$ cat config.mk
export PLATFORM = sky130hd
export DESIGN_NAME = mac_accum
export DESIGN_NICKNAME = d
export VERILOG_FILES = /design/src/rtl/mac_accum.sv
export SDC_FILE = /design/constraint.sdc
export NUM_CORES = 2
export LEC_CHECK = 0
export ABC_AREA = 0
export BUFFER_PORTS_ARGS = -buffer_cell sky130_fd_sc_hd__buf_2
export CAP_MARGIN = 15
export CORE_ASPECT_RATIO = 2
export CORE_UTILIZATION = 55
export CTS_CLUSTER_SIZE = 12
export DETAILED_ROUTE_END_ITERATION = 7
export PLACE_DENSITY = 0.79
export SLEW_MARGIN = 15
export SYNTH_ARGS = -nofsm -noshare
export SYNTH_HDL_FRONTEND = slang
export SYNTH_SLANG_ARGS = --single-unit
$ cat constraint.sdc
create_clock -name clk_i -period 14.35 [get_ports clk_i]
set_clock_uncertainty 0.05 [all_clocks]
set_input_delay 1.435 -clock clk_i [delete_from_list [all_inputs] [get_ports clk_i]]
set_output_delay 1.435 -clock clk_i [all_outputs]
set_load 0.01 [all_outputs]
$ cat src/rtl/mac_accum.sv
// -----------------------------------------------------------------------------
// mac_accum - multi-channel multiply/accumulate statistics block
//
// Purpose:
//   Accepts one unsigned sample per enabled cycle, tagged with a channel and a
//   mode (add r, add r*r, sub r, sub r*r). Stage 1 registers the operand
//   (r or r*r, zero-extended to ACC_W). Stage 2 does a read-modify-write of
//   the target channel accumulator, bumps its sample counter and updates its
//   sticky overflow/underflow flag. A registered read port presents the
//   accumulator and count of the selected readout channel.
//
// Optional feature (macro MAC_ACCUM_SAT_EN):
//   defined   - add overflow clamps to all-ones, sub underflow clamps to 0
//   undefined - arithmetic wraps modulo 2^ACC_W
//   In both builds the channel ovf flag is set when the limit is crossed.
//
// Ports:
//   clk_i     in   1      clock, rising edge
//   rst_ni    in   1      asynchronous active-low reset
//   en_i      in   1      sample strobe (clr_i, ch_i, mode_i, r_i sampled)
//   clr_i     in   1      with en_i: load the channel instead of accumulating
//   ch_i      in   CH_W   target channel (>= N_CH is dropped)
//   mode_i    in   2      00 add r, 01 add r*r, 10 sub r, 11 sub r*r
//   r_i       in   DATA_W sample
//   rd_ch_i   in   CH_W   readout channel select (>= N_CH reads 0)
//   y_o       out  ACC_W  registered accumulator of rd_ch_i
//   cnt_o     out  CNT_W  registered sample count of rd_ch_i
//   ovf_o     out  N_CH   sticky overflow/underflow flag per channel
//   busy_o    out  1      a sample is in flight in the pipeline
// -----------------------------------------------------------------------------
module mac_accum #(
    parameter int DATA_W = 32,
    parameter int ACC_W  = 96,
    parameter int N_CH   = 4,
    parameter int CH_W   = 2,
    parameter int CNT_W  = 32
) (
    input  logic              clk_i,
    input  logic              rst_ni,
    input  logic              en_i,
    input  logic              clr_i,
    input  logic [CH_W-1:0]   ch_i,
    input  logic [1:0]        mode_i,
    input  logic [DATA_W-1:0] r_i,
    input  logic [CH_W-1:0]   rd_ch_i,
    output logic [ACC_W-1:0]  y_o,
    output logic [CNT_W-1:0]  cnt_o,
    output logic [N_CH-1:0]   ovf_o,
    output logic              busy_o
);

    // Returns {limit_crossed, result}. The extra MSB of the ACC_W+1 wide
    // sum/difference is the carry (add) or borrow (sub).
    function automatic logic [ACC_W:0] commit_f(
        input logic [ACC_W-1:0] base,
        input logic [ACC_W-1:0] op,
        input logic             sub
    );
        logic [ACC_W:0]   full;
        logic [ACC_W-1:0] clamp;
        full  = sub ? ({1'b0, base} - {1'b0, op}) : ({1'b0, base} + {1'b0, op});
        clamp = sub ? {ACC_W{1'b0}} : {ACC_W{1'b1}};
`ifdef MAC_ACCUM_SAT_EN
        full[ACC_W-1:0] = full[ACC_W] ? clamp : full[ACC_W-1:0];
`else
        clamp = full[ACC_W-1:0];
        full[ACC_W-1:0] = clamp;
`endif
        return full;
    endfunction

    // Stage 1 signals
    logic                  ch_ok_s;
    logic [2*DATA_W-1:0]   sq_s;
    logic [ACC_W-1:0]      op_s;
    logic                  v1_q;
    logic [CH_W-1:0]       ch1_q;
    logic                  clr1_q;
    logic                  sub1_q;
    logic [ACC_W-1:0]      op1_q;
    logic                  v2_q;

    // Channel state and readout
    logic [ACC_W-1:0]      acc_q [N_CH];
    logic [ACC_W-1:0]      acc_d [N_CH];
    logic [CNT_W-1:0]      cnt_q [N_CH];
    logic [CNT_W-1:0]      cnt_d [N_CH];
    logic [N_CH-1:0]       ovf_q;
    logic [N_CH-1:0]       ovf_d;
    logic [ACC_W-1:0]      acc_cur_s;
    logic [CNT_W-1:0]      cnt_cur_s;
    logic [ACC_W:0]        res_s;
    logic [ACC_W-1:0]      y_d;
    logic [ACC_W-1:0]      y_q;
    logic [CNT_W-1:0]      cnt_rd_d;
    logic [CNT_W-1:0]      cnt_rd_q;

    // Out-of-range channels never enter the pipeline.
    assign ch_ok_s = (32'(ch_i) < 32'(N_CH));
    assign sq_s    = {{DATA_W{1'b0}}, r_i} * {{DATA_W{1'b0}}, r_i};
    assign op_s    = mode_i[0] ? ACC_W'(sq_s) : ACC_W'(r_i);

    // Stage 1 register: operand formation and valid tracking.
    always_ff @(posedge clk_i or negedge rst_ni) begin
        if (!rst_ni) begin
            v1_q   <= 1'b0;
            ch1_q  <= {CH_W{1'b0}};
            clr1_q <= 1'b0;
            sub1_q <= 1'b0;
            op1_q  <= {ACC_W{1'b0}};
            v2_q   <= 1'b0;
        end else begin
            v1_q <= en_i & ch_ok_s;
            v2_q <= v1_q;
            if (en_i) begin
                ch1_q  <= ch_i;
                clr1_q <= clr_i;
                sub1_q <= mode_i[1];
                op1_q  <= op_s;
            end
        end
    end

    // Select the live accumulator/counter of the stage-1 channel (no stale copy).
    always_comb begin
        acc_cur_s = {ACC_W{1'b0}};
        cnt_cur_s = {CNT_W{1'b0}};
        for (int i = 0; i < N_CH; i++) begin
            acc_cur_s = (ch1_q == CH_W'(i)) ? acc_q[i] : acc_cur_s;
            cnt_cur_s = (ch1_q == CH_W'(i)) ? cnt_q[i] : cnt_cur_s;
        end
    end

    // A load behaves as an accumulate onto zero, so sub-load borrows when op != 0.
    assign res_s = commit_f(clr1_q ? {ACC_W{1'b0}} : acc_cur_s, op1_q, sub1_q);

    // Stage 2 next state: only the stage-1 channel changes; a load clears ovf first.
    always_comb begin
        for (int i = 0; i < N_CH; i++) begin
            if (v1_q && (ch1_q == CH_W'(i))) begin
                acc_d[i] = res_s[ACC_W-1:0];
                cnt_d[i] = clr1_q ? CNT_W'(1'b1) : (cnt_cur_s + CNT_W'(1'b1));
                ovf_d[i] = clr1_q ? res_s[ACC_W] : (ovf_q[i] | res_s[ACC_W]);
            end else begin
                acc_d[i] = acc_q[i];
                cnt_d[i] = cnt_q[i];
                ovf_d[i] = ovf_q[i];
            end
        end
    end

    // Readout mux: unmatched (out-of-range) selects fall through to zero.
    always_comb begin
        y_d      = {ACC_W{1'b0}};
        cnt_rd_d = {CNT_W{1'b0}};
        for (int i = 0; i < N_CH; i++) begin
            y_d      = (rd_ch_i == CH_W'(i)) ? acc_q[i] : y_d;
            cnt_rd_d = (rd_ch_i == CH_W'(i)) ? cnt_q[i] : cnt_rd_d;
        end
    end

    // Channel state and registered readout.
    always_ff @(posedge clk_i or negedge rst_ni) begin
        if (!rst_ni) begin
            for (int i = 0; i < N_CH; i++) begin
                acc_q[i] <= {ACC_W{1'b0}};
                cnt_q[i] <= {CNT_W{1'b0}};
            end
            ovf_q    <= {N_CH{1'b0}};
            y_q      <= {ACC_W{1'b0}};
            cnt_rd_q <= {CNT_W{1'b0}};
        end else begin
            for (int i = 0; i < N_CH; i++) begin
                acc_q[i] <= acc_d[i];
                cnt_q[i] <= cnt_d[i];
            end
            ovf_q    <= ovf_d;
            y_q      <= y_d;
            cnt_rd_q <= cnt_rd_d;
        end
    end

    assign y_o    = y_q;
    assign cnt_o  = cnt_rd_q;
    assign ovf_o  = ovf_q;
    assign busy_o = v1_q | v2_q;

endmodule

Word-level counts from Yosys, hierarchy flattened
Cells that the tools add are included.
- flip-flop bits (word level): 746
- input port bits: 42
- output and inout bits: 133
- logic and storage cells: 65
- add/sub/neg operators: 3
- multiply operators: 1
- equal/unequal tests: 6
- muxes and demuxes: 24
- bitwise gates (word level): 5
- reductions and logical operators: 6
- operators with widths (operator ; count):
    2-to-1 mux 96 bit ; 9
    2-to-1 mux 32 bit ; 9
    adder 96 x 96 -> 97 bit ; 1
    2-to-1 mux 97 bit ; 1
    subtractor 96 x 96 -> 97 bit ; 1
    multiplier 32 x 32 -> 64 bit ; 1
    2-to-1 mux 64 bit ; 1
    adder 32 x 1 -> 32 bit, second input constant ; 1
    equality test 2 bit, second input constant ; 4
    bitwise OR 1 bit ; 5
    equality test 2 x 1 -> 1 bit, second input constant ; 2
    logical AND 1 bit ; 4
    logical NOT 2 bit ; 2
    2-to-1 mux 1 bit ; 4

Depth between registers and ports, before layout
- word-level depth: 10
- mapped depth: 30
- mapped depth without buffers: 29

Worst setup path after synthesis
No wires, ideal clock.
- path type: in2reg
- start: in r_i[2]
- end: reg op1_q[61]
- library setup time: 0.126 ns
- arrival: 8.749 ns
- data required time: 14.174 ns
- slack: 5.424 ns
- stages: 29
- path buffers: 2
- path through: clkbuf_1 -> clkbuf_1 -> nand2_1 -> fa_1 -> inv_1 -> fa_1 -> inv_1 -> fa_1 -> fa_1 -> inv_1 -> fa_1 -> inv_1 -> fa_1 -> inv_1 -> fa_1 -> inv_1 -> fa_1 -> inv_1 -> ha_1 -> a21oi_1 -> o21ai_0 -> nor2_1 -> o31ai_1 -> o221ai_1 -> o211ai_1 -> a21oi_1 -> o41ai_1 -> xnor2_1 -> o2bb2ai_1
- word-level cells in the longest chain between the ends: 2
- ends and longest elaborated chain (item ; line ; RTL):
    start: declaration ; 44 ; input logic [DATA_W-1:0] r_i,
    multiplier 32 x 32 -> 64 bit ; 100 ; assign sq_s = {{DATA_W{1'b0}}, r_i} * {{DATA_W{1'b0}}, r_i};
    2-to-1 mux 64 bit ; 101 ; assign op_s = mode_i[0] ? ACC_W'(sq_s) : ACC_W'(r_i);
    end signal: assignment ; 110 ; op1_q <= {ACC_W{1'b0}};
    end signal: assignment ; 119 ; op1_q <= op_s;
    end: declaration ; 80 ; logic [ACC_W-1:0] op1_q;
Every way passes these cells.
A chain may end at the register's enable or synchronous reset.

Final worst setup path
- start: in r_i[16]
- end: reg op1_q[56]
The elaborated chain is that of the path after synthesis.

==> results_dict.tcl <==
set metrics [dict create \
    path_clk_slew_ps 60 \
    postCtsSetupBuffers 0 \
    yosysMostFrequentCell "inv_1" \
    start_util 0.555 \
    wire_per_inst_um 22.4 \
    status "completed" \
    antenna_found_initial 5 \
    synth-seq-cells 714 \
    synth_top_cells_by_count "1071 x inv_1, 923 x nand2_1, 793 x fa_1" \
    nNetsFinal 8201 \
    async_flop_share 1.00 \
    dieArea_um2 127000 \
    min_to "ovf_o[0]" \
    area_growth_pct 5.58 \
    critPathMostFrequentCell "fa_1" \
    final_hold_viol_count 0 \
    root_buffer "clkbuf_16" \
    postSynthCellCount 7064 \
    row_count 183 \
    fill_cells 10400 \
    htreeDepth 3 \
    grt_max_degree 174 \
    min_path_cells 2 \
    max_freq_mhz 103 \
    post_cts_resized 0 \
    clk_path_buf_depth 3 \
    drtIter0Drc 3277 \
    synthFlopType "dfrtp_1" \
    place_congestion 1.00 \
    grt_pass1_wl_um 305000 \
    maxCapViolCount 0 \
    startpoint_type "primary input" \
    die_y_um 503 \
    criticalPathCategory "primary input to flop" \
    synth_area_leaders "dfrtp_1 26%, fa_1 23%, mux4_2 8.3%" \
    reg2reg_depth 19 \
    ctsHoldBuffers 0 \
    endpoint_kind "flop" \
    tns_ps 0 \
    die_x_um 253 \
    slowest_delay_ps 700 \
    vias_per_cell 6.00 \
    synth_edf_count 0 \
    crit_required_ps 14820 \
    wirelength_um 194000 \
    rrSetupSlack_ps 6760 \
    crit_slowest_cell "a211oi_1" \
    cts_sinks 714 \
    design.core.area_um2 125000 \
    grt-ovfl-total 0 \
    worst_slew_pin_slew_ps 1120 \
    grtUsageTotal 0.313 \
    grt_pass1_vias 56800 \
    synth_fp_nets 8296 \
    arrival_ps 10150 \
    r2r_end "acc_q[185]" \
    cts_buffers 70 \
    min_period_ps 9680 \
    syn_avg_cell_area_um2 9.79 \
    cts_tree "done" \
    finalCritPeriodShare 0.675 \
    io_pins 175 \
    netlist_area_um2 69100 \
    first_pass_iters 6 \
    clock_latency_ps 650 \
    hold_path.class "flop to flop" \
    ant_nets 0 \
    vias 51900 \
    setup_viol 0 \
    slew_headroom 0.252 \
    crit_fanout 27 \
    crit_chain "buf_2 > clkinv_1 > nor2_1 > fa_1 > fa_1 > fa_1 > inv_1 > fa_1 > inv_1 > fa_1 > fa_1 > fa_1 > fa_1 > ha_1 > nand4_1 > nor4_1 > a211oi_1 > o21ai_1 > a211oi_1 > o21ai_1 > a21oi_1 > o21bai_1 > xor2_1 > a22o_1" \
    yosysUniqueCellTypes 84 \
    drc 0 \
    dp_hpwl_um 144000 \
    rsz0062_at_grt "no" \
    yosys.area.top_type "dfrtp_1" \
    portBuffers 174 \
    drv_slew 0 \
    synth_top_area_frac 0.258 \
    min_from "ovf_o[0]" \
    seq_area_frac_synth 0.258 \
    drive_gt1_frac 0.0945 \
    yosysWarnings 0 \
    timing.rr.start "op1_q[10]" \
]
[final cells by class]
cell class              count  area, µm²  share of cell area
inverters                1072       4020              0.0551
flip-flops and latches    714      17900               0.245
clock inverters             9        111             0.00153
clock buffers              77       1800              0.0246
diodes                      3       7.51            0.000103
repair buffers            233       1370              0.0187
multi-input cells        4878      45700               0.626
well taps                1665       2080              0.0285
[critical path, delay by kind of cell]
kind | cells | cell delay, ps
buf+inv | 4 | 1280
simple gates | 3 | 660
compound gates | 7 | 2260
fa+ha+maj | 9 | 4330
xor+xnor | 1 | 160
[state kept, by name (all words and copies together), names as in the netlist]
register,cells
acc_q,384
ch1_q,2
clr1_q,1
cnt_o,32
cnt_q,128
op1_q,64
ovf_o,4
sub1_q,1
v1_q,1
v2_q,1
y_o,96
[worst max path at each step]
stage | slack, ps | start | depth (start not counted) | end
3_5_place_dp | 4050 | r_i[16] | 24 | op1_q[56]
5_1_grt | 4250 | r_i[3] | 29 | op1_q[59]
4_1_cts | 4720 | r_i[16] | 24 | op1_q[56]
3_3_place_gp | 4160 | r_i[3] | 29 | op1_q[59]
6_report | 4670 | r_i[16] | 24 | op1_q[56]
2_1_floorplan | 5420 | r_i[2] | 29 | op1_q[61]
[cell usage in the layout, fill, tap and decap left out, types with 15 or more instances in the layout]
cell and count:
o21bai_1 39, ha_1 397, or3_1 24, and3_1 26, inv_1 1071, nor4_1 17, nor2_1 227, and2_1 244
nand2_1 923, or4_1 15, a21oi_1 270, buf_4 58, dfrtp_1 710, xnor2_1 182, o22ai_1 18, a31o_2 30
nor3_1 51, a21o_1 102, mux2_2 19, mux4_2 256, nand2b_1 29, buf_2 170, o211ai_1 15, nand3_1 51
o31ai_1 72, o21ai_0 560, nand4_1 66, a211oi_1 17, a31oi_1 32, clkbuf_16 71, a211o_1 16, fa_1 793
nor2b_1 109, xor2_1 89, mux2i_1 35
[cell families after synthesis]
kind of cell / synth area share
AOI/OAI and AO/OA: 0.111
DFF: 0.258
and+or+nand+nor: 0.123
adders and majority gates: 0.301
muxes: 0.0915
buffers and inverters: 0.0807
xor gates and xnor gates: 0.0343
[metrics by stage]
stage          cells  setup WS (ps)  utilization  hold slack (ps)  instance area [µm²]
2_1_floorplan   7064           5420            -              407                69100
3_3_place_gp    8562           4160        0.571              408                71100
3_5_place_dp    8562           4050        0.571              423                71100
4_1_cts         8648           4720        0.586              436                73000
5_1_grt         8649           4250        0.586              450                73000
6_report        8651           4670        0.586              435                73000
[per-layer routing]
metal | vias up | GRT usage | wire length (µm)
li1 | 22900 | - | -
met1 | 26000 | 0.324 | 64300
met2 | 2101 | 0.563 | 101000
met3 | 840 | 0.0446 | 11200
met4 | 6 | 0.247 | 17300
met5 | - | 0 | 40
Power is left out: the tool's default activity adds up to more than one toggle a clock period on the data nets, which glitch-free logic cannot reach.
